--- src/rtl/cache_pkg.sv ---
// Shared types and constants for the cache refill read path: FSM states,
// requester IDs and the default line/burst geometry.
package cache_pkg;

  localparam int unsigned CACHE_LINE_BYTES = 32;
  localparam int unsigned CACHE_BEAT_BYTES = 4;
  localparam int unsigned CACHE_BURST_LEN  = CACHE_LINE_BYTES / CACHE_BEAT_BYTES;

  // Requester IDs double as bit indices into {dc, ic} request vectors
  localparam logic IC = 1'b0;
  localparam logic DC = 1'b1;

  typedef enum logic [2:0] {
    IDLE = 3'b001,
    REQ  = 3'b010,
    RSP  = 3'b100
  } arb_state_e;

endpackage

--- src/rtl/rr_arb2.sv ---
// Two-way round-robin pick: a lone requester wins; on a tie the one that was
// not served last wins.
module rr_arb2
  import cache_pkg::*;
(
  input  logic [1:0] req,
  input  logic       last_grant,
  output logic       any_c,
  output logic       grant_c
);

  assign any_c = |req;

  always_comb begin
    grant_c = IC;
    if (&req)        grant_c = ~last_grant;
    else if (req[DC]) grant_c = DC;
  end

endmodule

--- src/rtl/cache_mem_rd_arbiter.sv ---
// Shares one memory read channel between I-cache and D-cache refills; the grant
// is held from request handshake through the last beat, with burst-length check.
module cache_mem_rd_arbiter
  import cache_pkg::*;
#(
  parameter int unsigned ADDR_WIDTH = 32,
  parameter int unsigned DATA_WIDTH = 32,
  parameter int unsigned BURST_LEN  = CACHE_BURST_LEN,
  parameter int unsigned CNT_WIDTH  = 3
) (
  input  logic                  clk,
  input  logic                  rst_n,
  input  logic                  from_ic_rd_req_valid,
  input  logic [ADDR_WIDTH-1:0] from_ic_rd_req_addr,
  output logic                  to_ic_rd_req_ready,
  output logic                  to_ic_rd_rsp_valid,
  output logic [DATA_WIDTH-1:0] to_ic_rd_rsp_data,
  output logic                  to_ic_rd_rsp_last,
  input  logic                  from_ic_rd_rsp_ready,
  input  logic                  from_dc_rd_req_valid,
  input  logic [ADDR_WIDTH-1:0] from_dc_rd_req_addr,
  output logic                  to_dc_rd_req_ready,
  output logic                  to_dc_rd_rsp_valid,
  output logic [DATA_WIDTH-1:0] to_dc_rd_rsp_data,
  output logic                  to_dc_rd_rsp_last,
  input  logic                  from_dc_rd_rsp_ready,
  output logic                  to_mem_rd_req_valid,
  output logic [ADDR_WIDTH-1:0] to_mem_rd_req_addr,
  input  logic                  from_mem_rd_req_ready,
  input  logic                  from_mem_rd_rsp_valid,
  input  logic [DATA_WIDTH-1:0] from_mem_rd_rsp_data,
  input  logic                  from_mem_rd_rsp_last,
  output logic                  to_mem_rd_rsp_ready,
  output logic                  burst_err
);

  localparam logic [CNT_WIDTH-1:0] LAST_BEAT = CNT_WIDTH'(BURST_LEN - 1);

  arb_state_e            state_q, state_d;
  logic                  grant_q, grant_d;
  logic                  last_grant_q, last_grant_d;
  logic [CNT_WIDTH-1:0]  beat_cnt_q, beat_cnt_d;
  logic [ADDR_WIDTH-1:0] addr_q, addr_d;
  logic                  burst_err_d;
  logic                  arb_any_c, arb_grant_c;
  logic                  granted_rsp_ready;
  logic                  beat_hs;

  rr_arb2 u_rr_arb2 (
    .req        ({from_dc_rd_req_valid, from_ic_rd_req_valid}),
    .last_grant (last_grant_q),
    .any_c      (arb_any_c),
    .grant_c    (arb_grant_c)
  );

  always_ff @(posedge clk) begin
    if (!rst_n) begin
      state_q      <= IDLE;
      grant_q      <= IC;
      last_grant_q <= DC;
      beat_cnt_q   <= '0;
      addr_q       <= '0;
      burst_err    <= 1'b0;
    end else begin
      state_q      <= state_d;
      grant_q      <= grant_d;
      last_grant_q <= last_grant_d;
      beat_cnt_q   <= beat_cnt_d;
      addr_q       <= addr_d;
      burst_err    <= burst_err_d;
    end
  end

  // Next state plus request/response routing toward the granted cache only
  always_comb begin
    state_d             = state_q;
    grant_d             = grant_q;
    last_grant_d        = last_grant_q;
    beat_cnt_d          = beat_cnt_q;
    addr_d              = addr_q;
    burst_err_d         = burst_err;
    beat_hs             = 1'b0;
    to_ic_rd_req_ready  = 1'b0;
    to_dc_rd_req_ready  = 1'b0;
    to_ic_rd_rsp_valid  = 1'b0;
    to_ic_rd_rsp_data   = '0;
    to_ic_rd_rsp_last   = 1'b0;
    to_dc_rd_rsp_valid  = 1'b0;
    to_dc_rd_rsp_data   = '0;
    to_dc_rd_rsp_last   = 1'b0;
    to_mem_rd_req_valid = 1'b0;
    to_mem_rd_req_addr  = '0;
    to_mem_rd_rsp_ready = 1'b0;
    granted_rsp_ready   = (grant_q == DC) ? from_dc_rd_rsp_ready : from_ic_rd_rsp_ready;

    case (state_q)
      IDLE: begin
        if (arb_any_c) begin
          grant_d = arb_grant_c;
          addr_d  = (arb_grant_c == DC) ? from_dc_rd_req_addr : from_ic_rd_req_addr;
          state_d = REQ;
        end
      end
      REQ: begin
        to_mem_rd_req_valid = 1'b1;
        to_mem_rd_req_addr  = addr_q;
        if (grant_q == DC) to_dc_rd_req_ready = from_mem_rd_req_ready;
        else               to_ic_rd_req_ready = from_mem_rd_req_ready;
        if (from_mem_rd_req_ready) begin
          beat_cnt_d = '0;
          state_d    = RSP;
        end
      end
      RSP: begin
        to_mem_rd_rsp_ready = granted_rsp_ready;
        if (grant_q == DC) begin
          to_dc_rd_rsp_valid = from_mem_rd_rsp_valid;
          to_dc_rd_rsp_data  = from_mem_rd_rsp_data;
          to_dc_rd_rsp_last  = from_mem_rd_rsp_last;
        end else begin
          to_ic_rd_rsp_valid = from_mem_rd_rsp_valid;
          to_ic_rd_rsp_data  = from_mem_rd_rsp_data;
          to_ic_rd_rsp_last  = from_mem_rd_rsp_last;
        end
        beat_hs = from_mem_rd_rsp_valid && granted_rsp_ready;
        if (beat_hs) begin
          beat_cnt_d = beat_cnt_q + CNT_WIDTH'(1);
          // Last must coincide exactly with the final expected beat
          if (from_mem_rd_rsp_last != (beat_cnt_q == LAST_BEAT)) burst_err_d = 1'b1;
          if (from_mem_rd_rsp_last) begin
            last_grant_d = grant_q;
            state_d      = IDLE;
          end
        end
      end
      default: state_d = IDLE;
    endcase
  end

endmodule

--- config.mk ---
export PLATFORM = sky130hd
export DESIGN_NAME = cache_mem_rd_arbiter
export DESIGN_NICKNAME = d
export VERILOG_FILES = /design/src/rtl/cache_pkg.sv /design/src/rtl/rr_arb2.sv /design/src/rtl/cache_mem_rd_arbiter.sv
export SDC_FILE = /design/constraint.sdc
export NUM_CORES = 1
export LEC_CHECK = 0
export BUFFER_PORTS_ARGS = -buffer_cell sky130_fd_sc_hd__buf_2
export CAP_MARGIN = 20
export CORE_ASPECT_RATIO = 1.2
export CORE_MARGIN = 3
export CORE_UTILIZATION = 40
export DETAILED_ROUTE_END_ITERATION = 10
export PLACE_DENSITY = 0.81
export SYNTH_ARGS = -nofsm -noshare
export SYNTH_HDL_FRONTEND = slang
export SYNTH_SLANG_ARGS = --single-unit
export TNS_END_PERCENT = 1
--- constraint.sdc ---
create_clock -name clk -period 2.65 [get_ports clk]
set_clock_uncertainty 0.15 [all_clocks]
set_input_delay 0.53 -clock clk [delete_from_list [all_inputs] [get_ports clk]]
set_output_delay 0.53 -clock clk [all_outputs]
set_load 0.01 [all_outputs]
---- Word level (Yosys, flattened, before mapping) ----
Index checks and enable logic that the tools add are counted.
cells by class
  add/sub/neg operators ................... 1
  multiply operators ...................... 0
  div/mod/pow operators ................... 0
  $lt $le $gt $ge ......................... 0
  eq/ne operators ......................... 9
  shifts and indexed selects .............. 0
  muxes and demuxes ....................... 31
  bitwise operators ....................... 1
  reduce and logical (&&, ||, !) cells .... 9
operator list
  cell                                                 count
  2-to-1 mux 32 bit                                    6
  2-to-1 mux 3 bit                                     6
  2-to-1 mux 1 bit                                     17
  case mux 3 bit (3 select lines)                      1
  AND reduction 3 bit                                  3
  != test 2 bit, second input constant                 4
  equality test 3 bit, second input constant           2
  case mux 3 bit (2 select lines)                      1
  AND reduction 2 bit                                  2
  AND reduction 4 bit                                  1
  adder 3 x 1 -> 3 bit, second input constant          1
  equality test 3 x 1 -> 1 bit, second input constant  1
  equality test 3 x 2 -> 1 bit, second input constant  1
  nonzero test 2 bit                                   1
  OR reduction 2 bit                                   1
  logical AND 1 bit                                    1
  != test 1 bit                                        1
  NOT 1 bit                                            1
word-level totals
  flip-flop bits (word level) ............. 41
  bits in latches ......................... 0
  memory bits (writable) .................. 0
  ROM bits ................................ 0
  input bits .............................. 105
  output and inout port bits .............. 105
  logic and storage cells ................. 57
  memories ................................ 0

---- Logic depth before layout (Yosys ltp) ----
  word-level depth ........................ 4
  gate-level depth with buffers ........... 6
  gate-level depth less buffers ........... 5

---- Hierarchy ----
A second synthesis with hierarchy kept.
unflattened totals
  cells, all modules ...................... 325
  area, all modules ....................... 2651.3 um2
by module, submodules not included
  module                times used  cells each  area each (um2)  seq. area each (um2)
  cache_mem_rd_arbiter  1           323         2637.5           820.8
  rr_arb2               1           2           13.8             0.0

---- Worst setup path after synthesis ----
No wires, ideal clock.
  path type ............................... reg-to-output
  from .................................... register state_q[2]
  to ...................................... output port to_dc_rd_rsp_data[10]
  arrival ................................. 1142 ps
  required time ........................... 1970 ps
  setup slack ............................. 828 ps
  stages on the path, launching flop included .. 5
  buffers on the path ..................... 2
  path through ............................ dfxtp_1 -> nor3b_2 -> clkbuf_2 -> clkbuf_2 -> and3_1
on the way
  cells in the longest elaborated chain, start to end .. 2
RTL lines
  item                    RTL line                    RTL
  from (decl)             cache_mem_rd_arbiter.sv:39  arb_state_e state_q, state_d;
  from (signal assigned)  cache_mem_rd_arbiter.sv:65  state_q <= state_d;
  equality test 3 bit     cache_mem_rd_arbiter.sv:96  case (state_q)
  2-to-1 mux 32 bit       cache_mem_rd_arbiter.sv:96
  to (decl)               cache_mem_rd_arbiter.sv:24  output logic [DATA_WIDTH-1:0] to_dc_rd_rsp_data,
No other way between the ends.

---- Final worst setup path ----
  from .................................... register state_q[1]
  to ...................................... output port to_mem_rd_req_addr[20]
on the way
  cells in the longest elaborated chain, start to end .. 2
RTL lines
  item                          RTL line                    RTL
  equality test 3 x 2 -> 1 bit  cache_mem_rd_arbiter.sv:96
  2-to-1 mux 32 bit             cache_mem_rd_arbiter.sv:96
  to (decl)                     cache_mem_rd_arbiter.sv:28  output logic [ADDR_WIDTH-1:0] to_mem_rd_req_addr,
No other way between the ends.

==> impl_results.md <==
* Net load switching power at 0.436 mW
* Post-synth top area share at 0.329
* Area Overhead vs Synth at 47.5%
* Hpwl dp at 6740 um
* Worst vdd ir at 0.000398 V
* CP endpoint kind: output port
* Routed Antenna Nets at 0
* Mean Syn Cell Area at 7.16 um^2
* DRT iter0 DRCs at 117
* Clk sinks at 41
* # DRC at 0
* Post-synth top area cell: dfxtp_1
* Antenna cells at 0
* Period utilization at 0.886
* Post-Route Utilization at 0.628
* Hold WS at 0.324 ns
* Yosys warns at 0
* Pre-antenna DRT Iters at 4
* CTS Hold Bufs at 0
* Most common library cells after synthesis: nand2_1, and2_1, dfxtp_1, and3_1, a31oi_1
* Post_cts resized at 0
* Die ar. at 0.00721 mm^2
* Die X at 78.0 um
* Switching part of the total at 0.276
* Worst R2R Setup Slack at 0.68 ns
* Final Hold Fails at 0
* Top delay family on crit path: flip-flops
* Mapped Cells at 348
* Core area at 0.00586 mm^2
* Vias/cell at 5.00
* Worst-Skew Late Latency at 0.29 ns
* CTS H-tree depth at 2
* Buf/Inv on CP at 2
* RePlAce Congestion at 0.812
* Worst Tran Pin Value at 0.676 ns
* CP Launch Type: flip-flop
* Logic pwr share at 0.201
* Period minus WS final at 2.35 ns
* Worst path max stage delay at 0.47 ns
* Static leakage at 2.18 nW
* Yosys reg bits at 41
* Final Setup Violations at 0
* Worst-path clk slew at 0.08 ns
* Initial antenna violation count at 0
* Total Routing Usage GR at 0.242
* Worst Hold Class: flip-flop to flip-flop
* PwrDens at 429 mW/mm^2
* First-pass GRT wire length at 14000 um
* Main synth FF type: dfxtp_1
* Max_cap viols at 0
* Num CTS Buffers at 5
* Final setup margin at 0.302 ns
* Pre-CTS setup slack at 0.627 ns
* Input/output buffers at 209
* Async set-or-reset flop fraction in the synthesized netlist at 0
* Sequential fraction of design power at 0.466
* EDFF count, synth at 0
* Outcome: finished, final reports clean
* NumNets Final at 646
* Fmax at 426 MHz
* I/O pins at 210
* CP Cell Sequence: nor3b_4, buf_4, and2_1, buf_2
* Critical path's slowest cell: dfxtp_1
* Internal power at 1.14 mW
* Netlist cell types at 32
* Critical Path Fanout Max at 34
* CTS tree: built
* Largest net degree at the start of global routing at 66
* Sequential element share of the synthesized area at 0.329
* CP arrival at 1.67 ns
* Count leader, synth: nand2_1
* Unrepaired setup endpoints after global routing: no
* WL final at 8990 um
* TNS Setup at 0 ns
* Share of cells above drive strength 1 at 0.424
* Post-route cell area at 0.00367 mm^2
* CP Class: flip-flop to output port
* Post CTS Setup Buffer Count at 0
* # rows at 30
* Post-place instance area at 0.00355 mm^2
* Vias in the first global route at 2877
* Initial Util at 0.425
* Pins Over Slew Limit at 0
* Post-Syn Area at 0.00249 mm^2
* Grt ovf at 0
* Clk network pwr share at 0.333
* DR WL/cell at 14.5 um
* Die Y at 92.5 um
* Slew headroom at 0.549
* Clk buf depth at 2
* Vias at 3103
* Root buf cell: clkbuf_8
* Mapped Nets at 455
* Top post-synthesis cells by area: dfxtp_1, and2_1, nand2_1
* Data required, critical path at 1.97 ns
==> area by class of cell <==
type | count | area, um^2
Sequential cell | 41 | 821
Multi-Input combinational cell | 274 | 1530
Fill cell | 537 | 2180
Clock inverter | 2 | 37.5
Inverter | 1 | 3.75
Tap cell | 80 | 100
Clock buffer | 6 | 82.6
Timing Repair Buffer | 216 | 1100
==> final timing paths <==
check	cells after the start	to	from
setup reg to reg	5	last_grant_q	state_q[2]
setup / recovery	4	to_mem_rd_req_addr[20]	state_q[1]
hold reg to reg	1	burst_err	burst_err
hold / removal	1	burst_err	burst_err
==> metal layers <==
| metal | track usage | wire length (um) | vias to the layer above |
|---|---|---|---|
| li1 | - | - | 1555 |
| met2 | 0.439 | 4440 | 171 |
| met3 | 0.0934 | 1150 | 8 |
| met4 | 0.0729 | 128 | 0 |
| met1 | 0.255 | 3280 | 1369 |
| met5 | 0 | 0 | - |
==> worst reg2reg max path, delay by kind of cell, from the launching register on <==
family                 cells  cell delay (ns)
DFF                        1             0.50
AOI/OAI and AO/OA          2             0.36
buffers and inverters      1             0.31
and+or+nand+nor            2             0.50
==> flip-flops by register name (all words and copies together), names as in the netlist <==
signal,count
last_grant_q,1
state_q,3
burst_err,1
beat_cnt_q,3
addr_q,32
grant_q,1
==> through the flow <==
step	power [mW]	cells
after global placement	1.05	612
after CTS	1.59	620
after floorplan	0.931	348
final	1.58	620
after global routing	1.67	620
after detailed placement	1.06	612
==> placed cells by master (no fill, tap or decap), types with 6 or more instances in the layout <==
master	count
nand2_1	76
dfxtp_1	41
and2_1	68
buf_4	7
and3_1	35
a31oi_1	32
o21ai_0	28
buf_2	209
clkbuf_8	6
o21ai_1	7
==> power groups by stage <==
stage	logic, mW	registers [mW]	clock network (mW)
floorplan	0.201	0.730	0
global placement	0.307	0.747	0
detailed placement	0.316	0.746	0
CTS	0.316	0.734	0.534
global route	0.359	0.745	0.568
finish	0.316	0.735	0.526
==> cells by family after synthesis <==
logic type / share of synthesized area
compound gates: 0.169
buf+inv: 0.0618
xor+xnor: 0.00352
flops: 0.329
fa+ha+maj: 0.0100
mux: 0.00854
simple gates: 0.417
No activity file was read; power rests on OpenSTA's default activity.
